**config.mk**
```make
export PLATFORM = sky130hd
export DESIGN_NAME = bp_stall_counter_reader_flat
export DESIGN_NICKNAME = d
export VERILOG_FILES = /design/src/rtl/bp_stall_counter_reader_if.sv /design/src/rtl/bp_stall_counter_reader.sv /design/src/flat_wrapper.sv
export SDC_FILE = /design/constraint.sdc
export NUM_CORES = 1
export LEC_CHECK = 0
export ABC_AREA = 1
export CAP_MARGIN = 25
export CELL_PAD_IN_SITES_DETAIL_PLACEMENT = 2
export CELL_PAD_IN_SITES_GLOBAL_PLACEMENT = 2
export CORE_AREA = 3 3 460 462
export CTS_CLUSTER_SIZE = 40
export DETAILED_ROUTE_END_ITERATION = 16
export DIE_AREA = 0 0 463 465
export HOLD_SLACK_MARGIN = 0.12
export PLACE_DENSITY = 0.73
export RECOVER_POWER = 50
export SETUP_SLACK_MARGIN = 0.3
export SYNTH_ARGS = -nofsm -noshare
export SYNTH_HDL_FRONTEND = slang
export SYNTH_SLANG_ARGS = --single-unit
```
**constraint.sdc**
```tcl
create_clock -name clk_i -period 47.1 [get_ports clk_i]
set_clock_uncertainty 0.05 [all_clocks]
set_input_delay 7.065 -clock clk_i [delete_from_list [all_inputs] [get_ports clk_i]]
set_output_delay 7.065 -clock clk_i [all_outputs]
set_load 0.03 [all_outputs]
```
**src/rtl/bp_stall_counter_reader_if.sv**
```systemverilog
// Snapshot stream from bp_stall_counter_reader: word, index, last flag, valid/ready.
interface bp_stall_counter_reader_if #(
  parameter int width_p  = 32,
  parameter int lg_els_p = 6
);
  logic [width_p-1:0]  data;
  logic                v;
  logic                ready;
  logic [lg_els_p-1:0] idx;
  logic                last;

  modport master (output data, output v, output idx, output last, input ready);
  modport slave  (input data, input v, input idx, input last, output ready);
endinterface

```
**src/rtl/bp_stall_counter_reader.sv**
```systemverilog
// Freezes all counters on request and streams the frozen copy one word per handshake.
// Define BP_STALL_READER_HEADER_EN to prefix each stream with a {16'hB5C0, seq} header word.
module bp_stall_counter_reader #(
  parameter int  width_p   = 32,
  parameter int  els_p     = 36,
  localparam int lg_els_lp = $clog2(els_p + 1)
) (
  input  logic                     clk_i,
  input  logic                     reset_n_i,
  input  logic [els_p*width_p-1:0] counters_i,
  input  logic                     snap_v_i,
  input  logic                     clear_i,
  output logic                     busy_o,
  output logic                     done_o,
  output logic                     dropped_o,
  bp_stall_counter_reader_if.master strm_if
);

`ifdef BP_STALL_READER_HEADER_EN
  localparam int hdr_lp = 1;
`else
  localparam int hdr_lp = 0;
`endif

  localparam logic [lg_els_lp-1:0] last_idx_lp = lg_els_lp'(els_p - 1 + hdr_lp);

  typedef enum logic {IDLE, SEND} state_e;

  state_e               state_q, state_d;
  logic [lg_els_lp-1:0] idx_q, idx_d;
  logic                 done_q, done_d;
  logic                 dropped_q, dropped_d;
  logic                 snap_en;
  logic [width_p-1:0]   snap_q [els_p];
  logic [width_p-1:0]   word;
  logic                 last;

`ifdef BP_STALL_READER_HEADER_EN
  logic [15:0]          seq_q, seq_d;
`endif

  // Snapshot storage is data only, so it carries no reset.
  always_ff @(posedge clk_i) begin
    if (snap_en) begin
      for (int k = 0; k < els_p; k++) begin
        snap_q[k] <= counters_i[k*width_p +: width_p];
      end
    end
  end

  always_ff @(posedge clk_i or negedge reset_n_i) begin
    if (!reset_n_i) begin
      state_q   <= IDLE;
      idx_q     <= '0;
      done_q    <= 1'b0;
      dropped_q <= 1'b0;
`ifdef BP_STALL_READER_HEADER_EN
      seq_q     <= '0;
`endif
    end else begin
      state_q   <= state_d;
      idx_q     <= idx_d;
      done_q    <= done_d;
      dropped_q <= dropped_d;
`ifdef BP_STALL_READER_HEADER_EN
      seq_q     <= seq_d;
`endif
    end
  end

  assign last = (idx_q == last_idx_lp);

  always_comb begin
    state_d   = state_q;
    idx_d     = idx_q;
    done_d    = 1'b0;
    dropped_d = dropped_q;
    snap_en   = 1'b0;
`ifdef BP_STALL_READER_HEADER_EN
    seq_d     = seq_q;
`endif
    if (clear_i) begin
      state_d   = IDLE;
      idx_d     = '0;
      dropped_d = 1'b0;
    end else begin
      case (state_q)
        IDLE: begin
          if (snap_v_i) begin
            snap_en = 1'b1;
            idx_d   = '0;
            state_d = SEND;
          end
        end
        SEND: begin
          if (snap_v_i) begin
            dropped_d = 1'b1;
          end
          if (strm_if.ready) begin
            if (last) begin
              state_d = IDLE;
              idx_d   = '0;
              done_d  = 1'b1;
`ifdef BP_STALL_READER_HEADER_EN
              seq_d   = seq_q + 16'd1;
`endif
            end else begin
              idx_d = idx_q + lg_els_lp'(1);
            end
          end
        end
        default: state_d = IDLE;
      endcase
    end
  end

  // Counter k sits at stream index k+hdr_lp; index 0 is the header when enabled.
  always_comb begin
    word = '0;
    for (int k = 0; k < els_p; k++) begin
      if (idx_q == lg_els_lp'(k + hdr_lp)) begin
        word = snap_q[k];
      end
    end
`ifdef BP_STALL_READER_HEADER_EN
    if (idx_q == '0) begin
      word = width_p'({16'hB5C0, seq_q});
    end
`endif
  end

  assign strm_if.v    = (state_q == SEND);
  assign strm_if.data = word;
  assign strm_if.idx  = idx_q;
  assign strm_if.last = (state_q == SEND) && last;
  assign busy_o       = (state_q != IDLE);
  assign done_o       = done_q;
  assign dropped_o    = dropped_q;

endmodule

```
**src/flat_wrapper.sv**
```systemverilog
// flat-port wrapper written by rule: the top's interface ports become plain ports
module bp_stall_counter_reader_flat 
#(
  parameter int  width_p   = 32,
  parameter int  els_p     = 36,
  localparam int lg_els_lp = $clog2(els_p + 1)
)
  (clk_i, reset_n_i, counters_i, snap_v_i, clear_i, busy_o, done_o, dropped_o, strm_if_data, strm_if_v, strm_if_idx, strm_if_last, strm_if_ready);
  bp_stall_counter_reader_if #(.width_p(width_p)) strm_if_i ();
  input  logic clk_i;
  input  logic reset_n_i;
  input  logic [els_p*width_p-1:0] counters_i;
  input  logic snap_v_i;
  input  logic clear_i;
  output logic busy_o;
  output logic done_o;
  output logic dropped_o;
  output wire logic [$bits(strm_if_i.data)-1:0] strm_if_data;
  output wire logic [$bits(strm_if_i.v)-1:0] strm_if_v;
  output wire logic [$bits(strm_if_i.idx)-1:0] strm_if_idx;
  output wire logic [$bits(strm_if_i.last)-1:0] strm_if_last;
  input wire logic [$bits(strm_if_i.ready)-1:0] strm_if_ready;
  assign strm_if_data = strm_if_i.data;
  assign strm_if_v = strm_if_i.v;
  assign strm_if_idx = strm_if_i.idx;
  assign strm_if_last = strm_if_i.last;
  assign strm_if_i.ready = strm_if_ready;
  bp_stall_counter_reader #(.width_p(width_p), .els_p(els_p)) u_core (.clk_i(clk_i), .reset_n_i(reset_n_i), .counters_i(counters_i), .snap_v_i(snap_v_i), .clear_i(clear_i), .busy_o(busy_o), .done_o(done_o), .dropped_o(dropped_o), .strm_if(strm_if_i));
endmodule
```
# Word-level counts from Yosys, hierarchy flattened
# Memory sizes are Yosys's and may differ from the RTL's.
# Index checks and enable logic that the tools add are counted.
# word_totals
n_memories	1
ram_bits	1152
out_inout_bits	43
input_bits	1157
reg_bits	9
word_cells	107
# memory_table
memory	words	word_bits	read_ports	rd_clocked_by_memory_dff	write_ports	line_no	rtl
u_core.snap_q	36	32	36	0	36	bp_stall_counter_reader.sv:34	logic [width_p-1:0] snap_q [els_p];
# op_classes
n_reduce_logical	6
n_eq_ne	37
mux	57
bitwise_logic	1
n_addsub	1
# op_table
op	count
32-bit two-way mux	36
6-bit by 5-bit == test with 1-bit output (second input constant)	16
6-bit by 4-bit == test with 1-bit output (second input constant)	8
6-bit by 3-bit == test with 1-bit output (second input constant)	4
6-bit == test (second input constant)	4
6-bit two-way mux	4
1-bit two-way mux	15
6-bit by 2-bit == test with 1-bit output (second input constant)	2
6-bit one-hot mux with 2 select lines	1
6-bit by 1-bit adder with 6-bit output (second input constant)	1
6-bit by 1-bit == test with 1-bit output (second input constant)	1
6-bit zero test	1
3-bit inequality test (second input constant)	2
2-bit AND reduction	2
2-bit nonzero test	2
1-bit one-hot mux with 2 select lines	1
1-bit logical AND	1
1-bit inverter	1

# Logic depth before layout (Yosys ltp)
# logic_depth
ltp_word	37
ltp_mapped	42
mapped_depth_nobuf	41

# Least setup slack after synthesis
# No wires, ideal clock.
# synth_timing
path_type	input to register
from	input port snap_v_i
to	memory u_core.snap_q[0][0], enable pin
t_required_ps	44333
stages	4
arrival_time_ps	55156
path_slack_ps	-10823
setup_ps	2717
n_path_buf	0
cell_sequence	inv_1 nor2_1 inv_1 nor2_1
# synth_rtl
item	line_no	rtl
from (decl)	flat_wrapper.sv:13	input logic snap_v_i;
to (decl)	bp_stall_counter_reader.sv:34	

# Worst setup path in the final report
# layout_timing
from	register u_core.idx_q[0], in the netlist u_core.strm_if.idx[0]
to	output port strm_if_data[29]
# layout_via
elab_chain_cells	37
word_cells_on_any_way	72
cone_classes	35 x eq/ne; 36 x mux; 1 x reduce/logical
# layout_rtl
item	line_no	rtl
from (decl)	bp_stall_counter_reader.sv:30	logic [lg_els_lp-1:0] idx_q, idx_d;
from (signal assigned)	bp_stall_counter_reader.sv:62	idx_q <= idx_d;
6-bit zero test	bp_stall_counter_reader.sv:121	if (idx_q == lg_els_lp'(k + hdr_lp)) begin
32-bit two-way mux (35 in a row)	bp_stall_counter_reader.sv:121	
32-bit two-way mux *	bp_stall_counter_reader.sv:121	
to (decl)	flat_wrapper.sv:18	output wire logic [$bits(strm_if_i.data)-1:0] strm_if_data;
# Every way passes the cells marked *; elsewhere a longest branch is shown, timed or not.

==> results.txt <==
Status -> finished, violations left
Failing checks -> capacitance limit, slew limit
CP most frequent cell -> nand2_1
Flop2flop setup slack -> 39.46 ns
CTS tree -> yes
Filler cell count in the final layout -> 22,200
Library cells used by synthesis -> 34
Register area share after synthesis -> 0.733
Leak Pwr -> 24.6 nW
Hold_sp -> u_core.dropped_o
ANT nets after route -> 0
# rows -> 167
Clock latency on the worst-skew pair -> 0.76 ns
Yosys synthesis warning count -> 0
I/O Pins -> 1,200
Register bit total from synthesis -> 1,161
Worst-path maximum fanout -> 35
Core area -> 207,000 um2
DP Wirelength -> 194 mm
Critical path class -> reg -> out
Drt total wl -> 255 mm
Area Growth Syn to Fin -> 42.8%
Crit end category -> primary output
Commonest non-fill, non-tap cell in the layout -> nand2_1
Hold EP -> u_core.dropped_o
Pwr Density -> 38.8 nW/um2
Routed vias -> 38,400
Final core utilization -> 0.327
Largest net degree at the start of global routing -> 188
Die Height -> 465 um
Drc violations -> 0
EDFF count, synth -> 1,152
Final GP Congestion -> 0.928
Hold Path Cell Cnt -> 2
Worst-path clk slew -> 0.05 ns
Post-CTS Hold Buffers -> 0
Gr ovfl total -> 0
F_max -> 0.0655 GHz
WP data required -> 39.98 ns
Total CTS buffers -> 146
First-pass GRT wire length -> 340 mm
Yosys top cell by area -> edfxtp_1
Port bufs -> 1,199
Starting Density -> 0.229
PnR worst setup slack -> 31.83 ns
Nets -> 6,445
Mean Syn Cell Area -> 11.7 um2
Mapped Cells -> 4,060
Reg2Reg Launch Point -> u_core.busy_o
Routed len/inst -> 30.5 um
Minimum clock period -> 15.27 ns
Tcrit/Tclk final -> 0.324
Tot GR Track Use -> 0.228
Setup TNS -> 0 ns
Avg Vias per Cell -> 4.59
Max-cap violations -> 1
Synth Flop Type -> edfxtp_1
CTS max path bufs -> 3
Worst R2R End -> u_core.snap_q[5][29]
Die W -> 463 um
Clock Sinks -> 1,161
Layout cell share with drive strength beyond 1 -> 0.0887
CP Launch Type -> flip-flop
Critical-path top delay cell -> clkdlybuf4s50_1
DP Worst Slack -> 32.69 ns
CP arrival -> 8.15 ns
# setup viols final -> 0
Post-synth top area share -> 0.728
Most frequent cells in the layout -> nand2_1, dlygate4sd3_1, edfxtp_1, nand3_1, inv_1
Slew HR -> -1.59
RSZ-0062 raised after global routing -> no
Largest stage delay, worst path -> 0.78 ns
Delay-heaviest family, CP -> simple AND/OR/NAND/NOR gates
Iter 0 DRT Violations -> 3,487
Critical path buffers and inverters -> 4
IR drop worst, VDD -> 0.0297 mV
Drt first pass iters -> 5
Slew @ Worst Pin -> 3.89 ns
Antenna violations before repair -> 332
Post-CTS sizing -> 0
Ranking of synthesized cells by area -> edfxtp_1, nand2_1, nand3_1
Final Max Tran Viols -> 53
Netlist Area Pre-Place -> 47,500 um2
Hold Path Class -> reg -> reg
Die area -> 215,000 um2
Async set-reset flop share out of synthesis -> 0.00775
R2R depth -> 8
Root buffer cell -> clkbuf_16
Synth Net Count -> 5,221
Fin. Hold Viols -> 0
Vias in the first global route -> 40,600
CTS HTree Levels -> 4
# Post-CTS Setup Buffers -> 0
## through the flow
stage / instance area (um2) / hold slack [ns] / instances / power (W)
2_1_floorplan: 47500 / 0.615 / 4060 / 0.00139
3_3_place_gp: 62800 / 0.473 / 7922 / 0.00156
3_5_place_dp: 62800 / 0.501 / 7923 / 0.00157
4_1_cts: 67500 / 0.509 / 8189 / 0.00269
5_1_grt: 67700 / 0.545 / 8280 / 0.00273
6_report: 67900 / 0.501 / 8354 / 0.00263
## synth_stat cells, types with 35 or more instances
master and count:
nand2_1 1336, edfxtp_1 1152, nand3_1 294, inv_1 234
nor2_1 202, a21oi_1 194, or2_2 168, clkbuf_1 111
o21ai_0 104, buf_2 62, o21ai_1 42, o211ai_1 36
nand4_1 35
## logic make-up (layout without fill, tap and decap cells)
group,Yosys count,after routing,share of synthesized area
other cells,0,164,0
buf+inv,438,1780,0.0380
simple gates,2072,2072,0.185
compound gates,385,385,0.0430
fa+ha+maj,4,4,0.00105
flops,1161,1161,0.733
## worst reg2reg max path, stage by stage, from the launching register on
cell and delay [ns]:
dfrtp_1 0.49, nor2_1 0.22, inv_1 0.08, nor2_1 0.99
clkbuf_1 2.81, buf_4 1.11, buf_4 0.85, buf_4 0.35
buf_16 0.35
## registers in the layout, summed over array words and instances (netlist names)
register and count:
u_core.snap_q 1152, u_core.dropped_o 1, u_core.strm_if.idx 6, u_core.done_o 1, u_core.busy_o 1
## worst max path at each step
| stage | to | slack (ns) | from | cells after the start |
|---|---|---|---|---|
| 3_3_place_gp | strm_if_data[0] | 32.82 | u_core.strm_if.idx[0] | 42 |
| 6_report | strm_if_data[29] | 31.83 | u_core.strm_if.idx[0] | 40 |
| 3_5_place_dp | strm_if_data[0] | 32.69 | u_core.strm_if.idx[0] | 42 |
| 4_1_cts | strm_if_data[0] | 31.77 | u_core.strm_if.idx[0] | 42 |
| 5_1_grt | strm_if_data[24] | 31.44 | u_core.strm_if.idx[0] | 42 |
| 2_1_floorplan | u_core.snap_q[0][0] | 9.09 | snap_v_i | 4 |
## power breakdown
group	internal (W)	total (W)	switching (W)
clock network	0.000622	0.00111	0.000489
logic	0.000113	0.000312	0.000199
registers	0.00120	0.00121	0.0000158
## cell type report
class	count	area (um2)	share of cell area
Sequential cell	1161	34800	0.513
Timing Repair Buffer	1264	12600	0.185
Multi-Input combinational cell	2461	11000	0.162
Clock buffer	183	3790	0.0559
Tap cell	2788	3490	0.0514
Inverter	250	938	0.0138
Clock inverter	83	825	0.0121
Antenna cell	164	410	0.00605
## per-layer routing
layer,vias to the layer above,part of all wire,GRT usage
met1,19300,0.40,0.274
met5,-,0.0025,0
met2,1796,0.48,0.384
met4,110,0.042,0.0883
li1,16500,-,-
met3,648,0.077,0.0681
No activity file was read; power rests on OpenSTA's default activity.
